### src/rtl/cs_resolve_pkg.sv
// Shared types and sizing helpers for the chunked carry-save resolver.
// Optional overflow flag is controlled by the CS_RESOLVE_OVF_EN macro.
package cs_pkg;

    typedef enum logic [1:0] {IDLE, BUSY, DONE} cs_state_t;

    function automatic int nchunk(input int width, input int chunk);
        return width / chunk;
    endfunction

    // A one-chunk build still needs a one-bit counter.
    function automatic int cnt_w(input int n);
        return (n > 1) ? $clog2(n) : 1;
    endfunction

endpackage

### src/rtl/cs_resolve_if.sv
// Operand/result handshake bundle for cs_resolve.
// ovf_o exists only when CS_RESOLVE_OVF_EN is defined.
interface cs_resolve_if #(parameter int WIDTH = 16);

    logic             in_valid;
    logic             in_ready;
    logic [WIDTH-1:0] sum_i;
    logic [WIDTH-1:0] carry_i;
    logic             out_valid;
    logic             out_ready;
    logic [WIDTH-1:0] result_o;
    logic             cout_o;
`ifdef CS_RESOLVE_OVF_EN
    logic             ovf_o;
`endif

    modport master (
        output in_valid, sum_i, carry_i, out_ready,
        input  in_ready, out_valid, result_o, cout_o
`ifdef CS_RESOLVE_OVF_EN
        , input ovf_o
`endif
    );

    modport slave (
        input  in_valid, sum_i, carry_i, out_ready,
        output in_ready, out_valid, result_o, cout_o
`ifdef CS_RESOLVE_OVF_EN
        , output ovf_o
`endif
    );

endinterface

### src/rtl/cs_resolve_chunk_add.sv
// Combinational CHUNK-bit ripple adder; also exposes the carry into its top bit
// so the caller can form a signed-overflow flag.
module cs_chunk_add #(
    parameter int CHUNK = 4
) (
    input  logic [CHUNK-1:0] a,
    input  logic [CHUNK-1:0] b,
    input  logic             cin,
    output logic [CHUNK-1:0] s,
    output logic             cout,
    output logic             c_msb_in
);

    logic c;

    always_comb begin
        s        = '0;
        c_msb_in = 1'b0;
        c        = cin;
        for (int i = 0; i < CHUNK; i++) begin
            if (i == CHUNK - 1) c_msb_in = c;
            s[i] = a[i] ^ b[i] ^ c;
            c    = (a[i] & b[i]) | (a[i] & c) | (b[i] & c);
        end
        cout = c;
    end

endmodule

### src/rtl/cs_resolve.sv
// Resolves a carry-save (sum, carry) pair to binary, CHUNK bits per cycle.
// Define CS_RESOLVE_OVF_EN to add the signed-overflow output ovf_o.
module cs_resolve
    import cs_pkg::*;
#(
    parameter int WIDTH = 16,
    parameter int CHUNK = 4
) (
    input  logic         clk,
    input  logic         reset_n,
    cs_resolve_if.slave  bus
);

    localparam int NCHUNK = nchunk(WIDTH, CHUNK);
    localparam int CW     = cnt_w(NCHUNK);

    if (WIDTH % CHUNK != 0) begin : g_bad_width
        $error("cs_resolve: WIDTH (%0d) must be a multiple of CHUNK (%0d)", WIDTH, CHUNK);
    end

    cs_state_t        state_q, state_d;
    logic [WIDTH-1:0] sum_sh_q, car_sh_q, res_q, res_nxt;
    logic [CW-1:0]    cnt_q;
    logic             carry_q, cout_q;
    logic [CHUNK-1:0] chunk_s;
    logic             chunk_co;
    logic             in_ready, out_valid, last;

    assign last = (cnt_q == CW'(NCHUNK - 1));

    always_ff @(posedge clk) begin
        if (!reset_n) state_q <= IDLE;
        else          state_q <= state_d;
    end

    always_comb begin
        state_d   = state_q;
        in_ready  = 1'b0;
        out_valid = 1'b0;
        case (state_q)
            IDLE: begin
                in_ready = 1'b1;
                if (bus.in_valid) state_d = BUSY;
            end
            BUSY: begin
                if (last) state_d = DONE;
            end
            DONE: begin
                out_valid = 1'b1;
                if (bus.out_ready) state_d = IDLE;
            end
            default: state_d = IDLE;
        endcase
    end

`ifdef CS_RESOLVE_OVF_EN
    logic chunk_msb_ci;
    logic ovf_q;
`else
    logic unused_c_msb;
`endif

    cs_chunk_add #(.CHUNK(CHUNK)) u_add (
        .a        (sum_sh_q[CHUNK-1:0]),
        .b        (car_sh_q[CHUNK-1:0]),
        .cin      (carry_q),
        .s        (chunk_s),
        .cout     (chunk_co),
`ifdef CS_RESOLVE_OVF_EN
        .c_msb_in (chunk_msb_ci)
`else
        .c_msb_in (unused_c_msb)
`endif
    );

    // Each new chunk enters at the top; after NCHUNK steps chunk 0 sits at bit 0.
    if (NCHUNK > 1) begin : g_res_shift
        assign res_nxt = {chunk_s, res_q[WIDTH-1:CHUNK]};
    end else begin : g_res_single
        assign res_nxt = chunk_s;
    end

    always_ff @(posedge clk) begin
        if (!reset_n) begin
            sum_sh_q <= '0;
            car_sh_q <= '0;
            res_q    <= '0;
            cnt_q    <= '0;
            carry_q  <= 1'b0;
            cout_q   <= 1'b0;
`ifdef CS_RESOLVE_OVF_EN
            ovf_q    <= 1'b0;
`endif
        end else begin
            case (state_q)
                IDLE: begin
                    if (bus.in_valid) begin
                        sum_sh_q <= bus.sum_i;
                        car_sh_q <= bus.carry_i;
                        cnt_q    <= '0;
                        carry_q  <= 1'b0;
                    end
                end
                BUSY: begin
                    res_q    <= res_nxt;
                    sum_sh_q <= sum_sh_q >> CHUNK;
                    car_sh_q <= car_sh_q >> CHUNK;
                    carry_q  <= chunk_co;
                    cnt_q    <= cnt_q + CW'(1);
                    if (last) begin
                        cout_q <= chunk_co;
`ifdef CS_RESOLVE_OVF_EN
                        ovf_q  <= chunk_msb_ci ^ chunk_co;
`endif
                    end
                end
                default: ;
            endcase
        end
    end

    assign bus.in_ready  = in_ready;
    assign bus.out_valid = out_valid;
    assign bus.result_o  = res_q;
    assign bus.cout_o    = cout_q;
`ifdef CS_RESOLVE_OVF_EN
    assign bus.ovf_o     = ovf_q;
`endif

endmodule
### src/flat_wrapper.sv
// flat-port wrapper written by rule: the top's interface ports become plain ports
module cs_resolve_flat import cs_pkg::*;
#(
    parameter int WIDTH = 16,
    parameter int CHUNK = 4
)
  (clk, reset_n, bus_in_valid, bus_sum_i, bus_carry_i, bus_out_ready, bus_in_ready, bus_out_valid, bus_result_o, bus_cout_o);
  cs_resolve_if #(.WIDTH(WIDTH)) bus_i ();
  input  logic clk;
  input  logic reset_n;
  input wire logic [$bits(bus_i.in_valid)-1:0] bus_in_valid;
  input wire logic [$bits(bus_i.sum_i)-1:0] bus_sum_i;
  input wire logic [$bits(bus_i.carry_i)-1:0] bus_carry_i;
  input wire logic [$bits(bus_i.out_ready)-1:0] bus_out_ready;
  output wire logic [$bits(bus_i.in_ready)-1:0] bus_in_ready;
  output wire logic [$bits(bus_i.out_valid)-1:0] bus_out_valid;
  output wire logic [$bits(bus_i.result_o)-1:0] bus_result_o;
  output wire logic [$bits(bus_i.cout_o)-1:0] bus_cout_o;
  assign bus_i.in_valid = bus_in_valid;
  assign bus_i.sum_i = bus_sum_i;
  assign bus_i.carry_i = bus_carry_i;
  assign bus_i.out_ready = bus_out_ready;
  assign bus_in_ready = bus_i.in_ready;
  assign bus_out_valid = bus_i.out_valid;
  assign bus_result_o = bus_i.result_o;
  assign bus_cout_o = bus_i.cout_o;
  cs_resolve #(.WIDTH(WIDTH), .CHUNK(CHUNK)) u_core (.clk(clk), .reset_n(reset_n), .bus(bus_i));
endmodule
### config.mk
export PLATFORM = sky130hd
export DESIGN_NAME = cs_resolve_flat
export DESIGN_NICKNAME = d
export VERILOG_FILES = /design/src/rtl/cs_resolve_pkg.sv /design/src/rtl/cs_resolve_if.sv /design/src/rtl/cs_resolve_chunk_add.sv /design/src/rtl/cs_resolve.sv /design/src/flat_wrapper.sv
export SDC_FILE = /design/constraint.sdc
export NUM_CORES = 1
export LEC_CHECK = 0
export CELL_PAD_IN_SITES_DETAIL_PLACEMENT = 0
export CELL_PAD_IN_SITES_GLOBAL_PLACEMENT = 1
export CORE_ASPECT_RATIO = 0.9
export CORE_MARGIN = 4
export CORE_UTILIZATION = 40
export CTS_CLUSTER_DIAMETER = 60
export DETAILED_ROUTE_END_ITERATION = 8
export GPL_TIMING_DRIVEN = 0
export PLACE_DENSITY_LB_ADDON = 0.1
export SLEW_MARGIN = 20
export SYNTH_ARGS = -nofsm -noshare
export SYNTH_HDL_FRONTEND = slang
export SYNTH_SLANG_ARGS = --single-unit
### constraint.sdc
create_clock -name clk -period 3.6 [get_ports clk]
set_input_delay 1.08 -clock clk [delete_from_list [all_inputs] [get_ports clk]]
set_output_delay 1.08 -clock clk [all_outputs]
set_load 0.05 [all_outputs]
== Word level (Yosys, flattened, before mapping) ==
Cells that the tools add are included.
Word-level totals
  output and inout bits: 19
  input bits: 36
  register bits after elaboration: 54
  word-level logic and storage cells: 61
Cells by class
  equal/unequal tests: 6
  reduce and logical (&&, ||, !) cells: 5
  add/subtract/negate cells: 1
  bitwise logic cells: 28
  mux-type cells: 14
Operator list (number)
  case mux 16 bit (2 select lines): 2
  two-way mux 16 bit: 2
  AND 1 bit: 12
  two-way mux 2 bit: 4
  bitwise OR 1 bit: 8
  XOR 1 bit: 8
  case mux 2 bit (3 select lines): 1
  equality test 2 bit (second input constant): 2
  inequality test 2 bit (second input constant): 2
  case mux 2 bit (2 select lines): 1
  AND reduction 2 bit: 2
  two-way mux 1 bit: 3
  AND reduction 3 bit: 1
  adder 2 x 1 -> 2 bit (second input constant): 1
  equality test 2 x 1 -> 1 bit (second input constant): 1
  logical NOT 2 bit: 1
  inequality test 2 x 1 -> 1 bit (second input constant): 1
  case mux 1 bit (2 select lines): 1
  nonzero test 2 bit: 1

== Longest topological paths before layout ==
Gate-level depths: netlist of the first run.
  depth after elaboration: 13
  depth in mapped cells: 9
  depth with buffers taken out: 9

== Cells and area by module ==
A second synthesis of the first run with hierarchy kept.
Second synthesis, totals
  cells, all modules: 253
  area total of the unflattened synthesis: 2272.2 sq um
Modules (own cells, without submodules)
  cs_resolve: area each 2154.6 sq um, seq. area each 1081.0 sq um, cells each 239, times used 1
  cs_chunk_add: area each 117.6 sq um, seq. area each 0.0 sq um, cells each 14, times used 1

== Worst setup path before layout of the first run ==
No wires, ideal clock.
  kind: flip-flop to output port
  start: reg u_core.state_q[1]
  end: out bus_in_ready
  required time: 2.520 ns
  slack: 1.336 ns
  arrival time: 1.184 ns
  cell stages (with the launch flop): 3
  buffers on the path: 1
  cells stage by stage: dfxtp_1 -> clkbuf_1 -> nor2_1
On the way
  word-level cells in the longest chain between the ends: 2
RTL lines
  from (decl): RTL line cs_resolve.sv:21  | cs_state_t state_q, state_d;
  from (signal assigned): RTL line cs_resolve.sv:33  | else state_q <= state_d;
  logical NOT 2 bit: RTL line cs_resolve.sv:40  | case (state_q)
  two-way mux 1 bit: RTL line cs_resolve.sv:40
  to (decl): RTL line flat_wrapper.sv:15  | output wire logic [$bits(bus_i.in_ready)-1:0] bus_in_ready;
No other way between the ends.

== Worst setup path after layout of the first run ==
Same ends and word-level chain as after synthesis.

==> metrics.txt, run 1 <==
YS warnings 0; DR vias/cell ~5; Tmin final a little over 3 ns; R2R Path Start u_core.carry_q$_SDFFE_PN0P_; worst-path cell chain clkbuf_1 > nor2_1 > clkdlybuf4s50_1; Async SR Flop Fraction 0; Initial Util 0.4107; first-pass GRT wire length 8873 um; PostCTS Resize Cnt 0; dpl cells 360; Final Hold Viols 0; Sum Neg Setup Slack 0 ns; Avg WL per Cell 14.57 um; CTS clk-pin slew, worst paths ~0.090 ns; vias in the first global route 1,875; die area roughly 7100 um^2; Pwr Density between 400 and 500 nW/um^2; Clock Skews 0.01061 ns; grt total ovfl 0; CTS buffer count 5; GP Congestion around 0.74; final hold slack 0.4609 ns; Horiz. Die Dim a little under 90 um; Slowest-stage cell, CP clkdlybuf4s50_1; Synth Register Bits between 50 and 60; root buffer cell clkbuf_8; antenna violations before repair 0; Num Clock Sinks between 50 and 60; via count between 1.5k and 2k; H-tree depth 2; DRT Wirelength between 5000 and 6000 um; total setup buffers inserted after CTS 0; residual DRC count 0; post-route ant nets 0; RSZ-0062 raised after global routing false; placed cell areas 2943 um^2; Tcrit/Tclk final 0.8468; Crit. path cell count 3; CTS max path bufs 2; area share of the largest cell type after synthesis 0.4650; Worst setup endpoint bus_in_ready; Synth Cell Area about 2300 um^2; R2R Setup Slk between 1 and 1.5 ns; final net count approximately 340; count of cell types in the netlist 31; WP data arrival about 2.0 ns; peak supply drop approximately 270 uV; fin cells between 300 and 400; First-pass DRT Iterations 4; CTS tree built; Die Height approximately 80 um; Post-synth EDFFs 0; Worst Path Required approximately 2.5 ns; Reg2Reg Depth 8; max_cap viols 0; Final HPWL DP about 3900 um; status completed; DR iter-0 viols 70; P&R area growth vs syn 32.72%; CP max FO 10; r2r endpoint u_core.bus.result_o[15]$_SDFFE_PN0P_; Seq/Total Area, Yosys 0.4650; Rows 26; fillers 543; # hold bufs at CTS 0; Final setup viols 0; ant diodes 0; ys flop type dfxtp_1; Port Buffers between 50 and 60; critical path type register to output port; # IOs 55; Post-Syn Instances 237; GRT Total Usage 0.1616; post-route cell area between 3000 and 4000 um^2; Crit path largest cell delay between 0.7 and 0.8 ns; cell accounting for the most synthesized area dfxtp_1; Mapped Avg Cell Area approximately 9.8 um^2; Core ar. 5660 um^2; fmax between 300 and 400 MHz; Multi-input gate area approximately 1100 um^2; synth top area cells dfxtp_1 47%, o221a_1 12%, o21a_1 7.8%, a21oi_1 5.2%, nand2_1 4.7%; syn nets roughly 280; crit path launch type register; Pins Over Slew Limit 0; register area roughly 1100 um^2; Setup crit start u_core.state_q[1]$_SDFFE_PN0P_; Skew-Pair Late Insertion Delay roughly 0.30 ns; Buffers & Inverters on Critical Path 2; crit end category output port; pin count of the biggest net entering global routing 17; class of the most critical hold timing path register to register; CP top delay family buffers and inverters; Leak around 1.1 nW; layout cell share with drive strength beyond 1 0.09732; worst-margin pin slew ~0.50 ns; Max-slew headroom 0.6626
-- worst min-delay path by stage --
stage / cells after the start / from / to
after floorplan: 2 / u_core.car_sh_q[12]$_SDFFE_PN0P_ / u_core.car_sh_q[12]$_SDFFE_PN0P_
after global placement: 2 / u_core.bus.result_o[3]$_SDFFE_PN0P_ / u_core.bus.result_o[3]$_SDFFE_PN0P_
after detailed placement: 2 / u_core.bus.result_o[3]$_SDFFE_PN0P_ / u_core.bus.result_o[3]$_SDFFE_PN0P_
after CTS: 2 / u_core.bus.result_o[3]$_SDFFE_PN0P_ / u_core.bus.result_o[3]$_SDFFE_PN0P_
after global routing: 2 / u_core.bus.result_o[1]$_SDFFE_PN0P_ / u_core.bus.result_o[1]$_SDFFE_PN0P_
final: 2 / u_core.bus.result_o[3]$_SDFFE_PN0P_ / u_core.bus.result_o[3]$_SDFFE_PN0P_
-- state kept, by name (all words and copies together) (netlist names) --
register / count
u_core.bus.cout_o: 1
u_core.bus.result_o: 16
u_core.car_sh_q: 16
u_core.carry_q: 1
u_core.cnt_q: 2
u_core.state_q: 2
u_core.sum_sh_q: 16
-- cell usage after synthesis, types with 2 or more instances --
| cell | instances |
|---|---|
| dfxtp_1 | 54 |
| nand2_1 | 29 |
| a21oi_1 | 24 |
| o21a_1 | 24 |
| o221a_1 | 24 |
| inv_1 | 9 |
| nand3_1 | 8 |
| nor2b_1 | 8 |
| o21ai_1 | 8 |
| buf_6 | 7 |
| buf_2 | 6 |
| clkbuf_1 | 5 |
| nor2_1 | 5 |
| fa_1 | 4 |
| buf_4 | 3 |
| nand2b_1 | 3 |
| a211oi_1 | 2 |
-- cell usage in the layout (no fill, tap or decap), types with 6 or more instances in the layout --
| cell type | synthesis | final |
|---|---|---|
| nand2_1 | 29 | 29 |
| inv_1 | 9 | 9 |
| clkbuf_8 | 0 | 6 |
| o21a_1 | 24 | 24 |
| buf_2 | 6 | 6 |
| nor2b_1 | 8 | 8 |
| o21ai_1 | 8 | 8 |
| clkdlybuf4s50_1 | 0 | 53 |
| o221a_1 | 24 | 24 |
| a21oi_1 | 24 | 24 |
| nand3_1 | 8 | 8 |
| dfxtp_1 | 54 | 54 |
| buf_6 | 7 | 7 |
-- worst reg2reg max path, stage by stage, from the launching register on --
cell and delay [ns]:
dfxtp_1 0.31, inv_1 0.10, fa_1 0.18, inv_1 0.05, fa_1 0.44, fa_1 0.42
inv_1 0.08, fa_1 0.38, a211oi_1 0.19
-- layout make-up --
class                           instances  share of cell area
Sequential cell                        54              0.3504
Multi-Input combinational cell        152              0.3423
Timing Repair Buffer                   53              0.1719
Buffer                                 21             0.04866
Tap cell                               70             0.02839
Clock buffer                            6             0.02676
Clock inverter                          2             0.01946
Inverter                               10             0.01217
-- per-stage QoR --
stage / setup slack, ns / util / total power [mW]
global placement: 0.8773 / 0.5199 / 0.9049
floorplan: 1.336 / - / 0.8169
detailed placement: 0.9075 / 0.5199 / 0.9062
finish: 0.5515 / 0.5451 / 1.379
CTS: 0.5517 / 0.5451 / 1.400
global route: 0.4390 / 0.5451 / 1.448
-- cells by family (layout without fill, tap and decap cells) --
family	Yosys count	count (layout)	share of synthesized area
mux	1	1	0.004306
compound gates	87	87	0.2885
fa+ha+maj	5	5	0.03983
flops	54	54	0.4650
buf+inv	31	92	0.08073
simple gates	59	59	0.1216
-- report_power, final --
group | leakage [nW] | total [mW] | switching, mW | internal [mW]
registers | 0.444 | 0.663 | 0.0266 | 0.636
logic | 0.599 | 0.226 | 0.111 | 0.115
clock network | 0.0714 | 0.490 | 0.193 | 0.296
total | 1.11 | 1.38 | 0.331 | 1.05
-- per-layer routing --
layer	GRT usage	part of all wire
met1	0.2168	0.51
met5	0	0
met2	0.2586	0.43
met4	0.04532	0.012
met3	0.03795	0.052
(Power assumes the default switching activity.)
==> run 2: changes to the inputs <==
--- a/config.mk
+++ b/config.mk
@@ -9,7 +9,7 @@
 export CELL_PAD_IN_SITES_GLOBAL_PLACEMENT = 1
 export CORE_ASPECT_RATIO = 0.9
 export CORE_MARGIN = 4
-export CORE_UTILIZATION = 40
+export CORE_UTILIZATION = 34
 export CTS_CLUSTER_DIAMETER = 60
 export DETAILED_ROUTE_END_ITERATION = 8
 export GPL_TIMING_DRIVEN = 0
==> constraint.sdc (replaced) <==
create_clock -name clk -period 2.5 [get_ports clk]
set_input_delay 0.75 -clock clk [delete_from_list [all_inputs] [get_ports clk]]
set_output_delay 0.75 -clock clk [all_outputs]
set_load 0.05 [all_outputs]
==> run 2 against run 1 <==
Clock power rose by 1%. Die area rose by 16%. Clock skew rose by 0.00083 ns. Register-to-register slack got worse by 1.1 ns. Combinational power rose by 45%. Clock-buffer cell count did not move. Wire length rose by 5.2%. Hold slack got worse by 0.0042 ns. Via count rose by 1.6%. Design area fell by 1.1%. Non-clock buffer count did not move. Flip-flop and latch count did not move.
==> metrics.txt, run 2 (synthesized netlist as in run 1, its figures left out) <==
Tmin final about 2.3 ns; status completed (unchanged); CP max FO 10 (unchanged); # IOs 55 (unchanged); Leak 1.096 nW (was 1.114 nW); crit end category output port (unchanged); most common cell after layout, fill and taps aside dfxtp_1 (unchanged); vias in the first global route 1,784 (was 1,875); first-pass GRT wire length 9073 um (was 8873 um); pre-CTS setup slack 0.09977 ns (was 0.9075 ns); placed cell areas 2968 um^2 (was 2943 um^2); Multi-input gate area 1056 um^2 (unchanged); Port Buffers 53 (unchanged); Clock Skews 0.01144 ns (was 0.01061 ns); post-route ant nets 0 (unchanged); P&R area growth vs syn 31.32% (was 32.72%); Final Hold Viols 0 (unchanged); dpl cells 380 (was 360); fin cells 388 (was 368); most frequent cells in the layout 54 x dfxtp_1, 51 x clkdlybuf4s50_1, 29 x nand2_1 (was 54 x dfxtp_1, 53 x clkdlybuf4s50_1, 29 x nand2_1); DR vias/cell 4.894 (was 5.079); final hold slack 0.4567 ns (was 0.4609 ns); antenna violations before repair 0 (unchanged); CTS clk-pin slew, worst paths 0.10 ns (was 0.09 ns); die area 8226 um^2 (was 7098 um^2); GRT Total Usage 0.1441 (was 0.1616); post-route worst setup slack 0.1605 ns (was 0.5515 ns); DRT Wirelength 5639 um (was 5362 um); First-pass DRT Iterations 4 (unchanged); post-route cell area 3053 um^2 (was 3085 um^2); Die Height 86.45 um (was 80.33 um); max_cap viols 0 (unchanged); Initial Util 0.3511 (was 0.4107); Num Clock Sinks 54 (unchanged); H-tree depth 2 (unchanged); critical path type register to output port (unchanged); Max-slew headroom 0.6637 (was 0.6626); R2R Setup Slk 0.24 ns (was 1.36 ns); ant diodes 0 (unchanged); peak supply drop 251.5 uV (was 271.6 uV); Avg WL per Cell 14.53 um (was 14.57 um); Horiz. Die Dim 95.16 um (was 88.36 um); Core ar. 6621 um^2 (was 5660 um^2); Sum Neg Setup Slack 0 ns (unchanged); root buffer cell clkbuf_8 (unchanged); fillers 648 (was 543); Rows 28 (was 26); register area 1081 um^2 (unchanged); CTS tree built (unchanged); Final setup viols 0 (unchanged); fmax 427.4 MHz; GP Congestion 0.7496 (was 0.7404); Worst Path Required 1.75 ns (was 2.52 ns); via count 1,899 (was 1,869); DR iter-0 viols 53 (was 70); RSZ-0062 raised after global routing false (unchanged); Skew-Pair Late Insertion Delay 0.32 ns (was 0.30 ns); Final Core Density 0.4611 (was 0.5451); WP data arrival 1.59 ns (was 1.97 ns); grt total ovfl 0 (unchanged); Pwr Total 1.779 mW (was 1.379 mW); CTS max path bufs 2 (unchanged); Tcrit/Tclk final 0.9358; crit path launch type register (unchanged); # hold bufs at CTS 0 (unchanged); layout cell share with drive strength beyond 1 0.09732 (unchanged); pin count of the biggest net entering global routing 17 (unchanged); residual DRC count 0 (unchanged); final net count 338 (unchanged); worst-margin pin slew 0.5029 ns (was 0.5045 ns); Pins Over Slew Limit 0 (unchanged); Pwr Density 582.7 nW/um^2 (was 446.9 nW/um^2); Final HPWL DP 4152 um (was 3932 um); CTS buffer count 5 (unchanged); class of the most critical hold timing path register to register (unchanged)
run 2: per-layer routing:
layer  up-vias  track usage  wire length [um]
li1        969            -                 -
met1       886       0.1988              2790
met2        34       0.2142              2468
met3        10      0.03646               270
met4         0      0.05898               109
met5         -            0                 0
run 2: area by class of cell:
cell class,instances,area share
Buffer,21,0.04959
Clock inverter,2,0.004508
Multi-Input combinational cell,152,0.3459
Sequential cell,54,0.3541
Timing Repair Buffer,53,0.1730
Tap cell,90,0.03689
Clock buffer,6,0.02377
Inverter,10,0.01230
run 2: worst paths after layout:
path	startpoint	end	cells after the start
setup / recovery	u_core.state_q[1]$_SDFFE_PN0P_	bus_in_ready	3
hold / removal	u_core.bus.result_o[3]$_SDFFE_PN0P_	u_core.bus.result_o[3]$_SDFFE_PN0P_	2
setup reg to reg	u_core.carry_q$_SDFFE_PN0P_	u_core.bus.result_o[15]$_SDFFE_PN0P_	8
hold reg to reg	u_core.bus.result_o[3]$_SDFFE_PN0P_	u_core.bus.result_o[3]$_SDFFE_PN0P_	2
run 2: worst max-delay path, stage by stage, from the launching register on:
cell and delay, ns:
dfxtp_1 0.37, clkbuf_2 0.23, nor2_1 0.14, dlygate4sd2_1 0.54
run 2: power breakdown:
| group | leakage (nW) | switching, mW | internal [mW] | total (mW) |
|---|---|---|---|---|
| Clock | 0.0452 | 0.297 | 0.199 | 0.496 |
| Sequential | 0.444 | 0.0386 | 0.916 | 0.955 |
| Combinational | 0.607 | 0.163 | 0.165 | 0.328 |
| Total | 1.10 | 0.499 | 1.28 | 1.78 |
run 2: timing repair:
action | in CTS | in global routing
setup buffers | 0 | 0
gates resized for setup | 3 | 0
setup endpoints to repair | 2 | 0
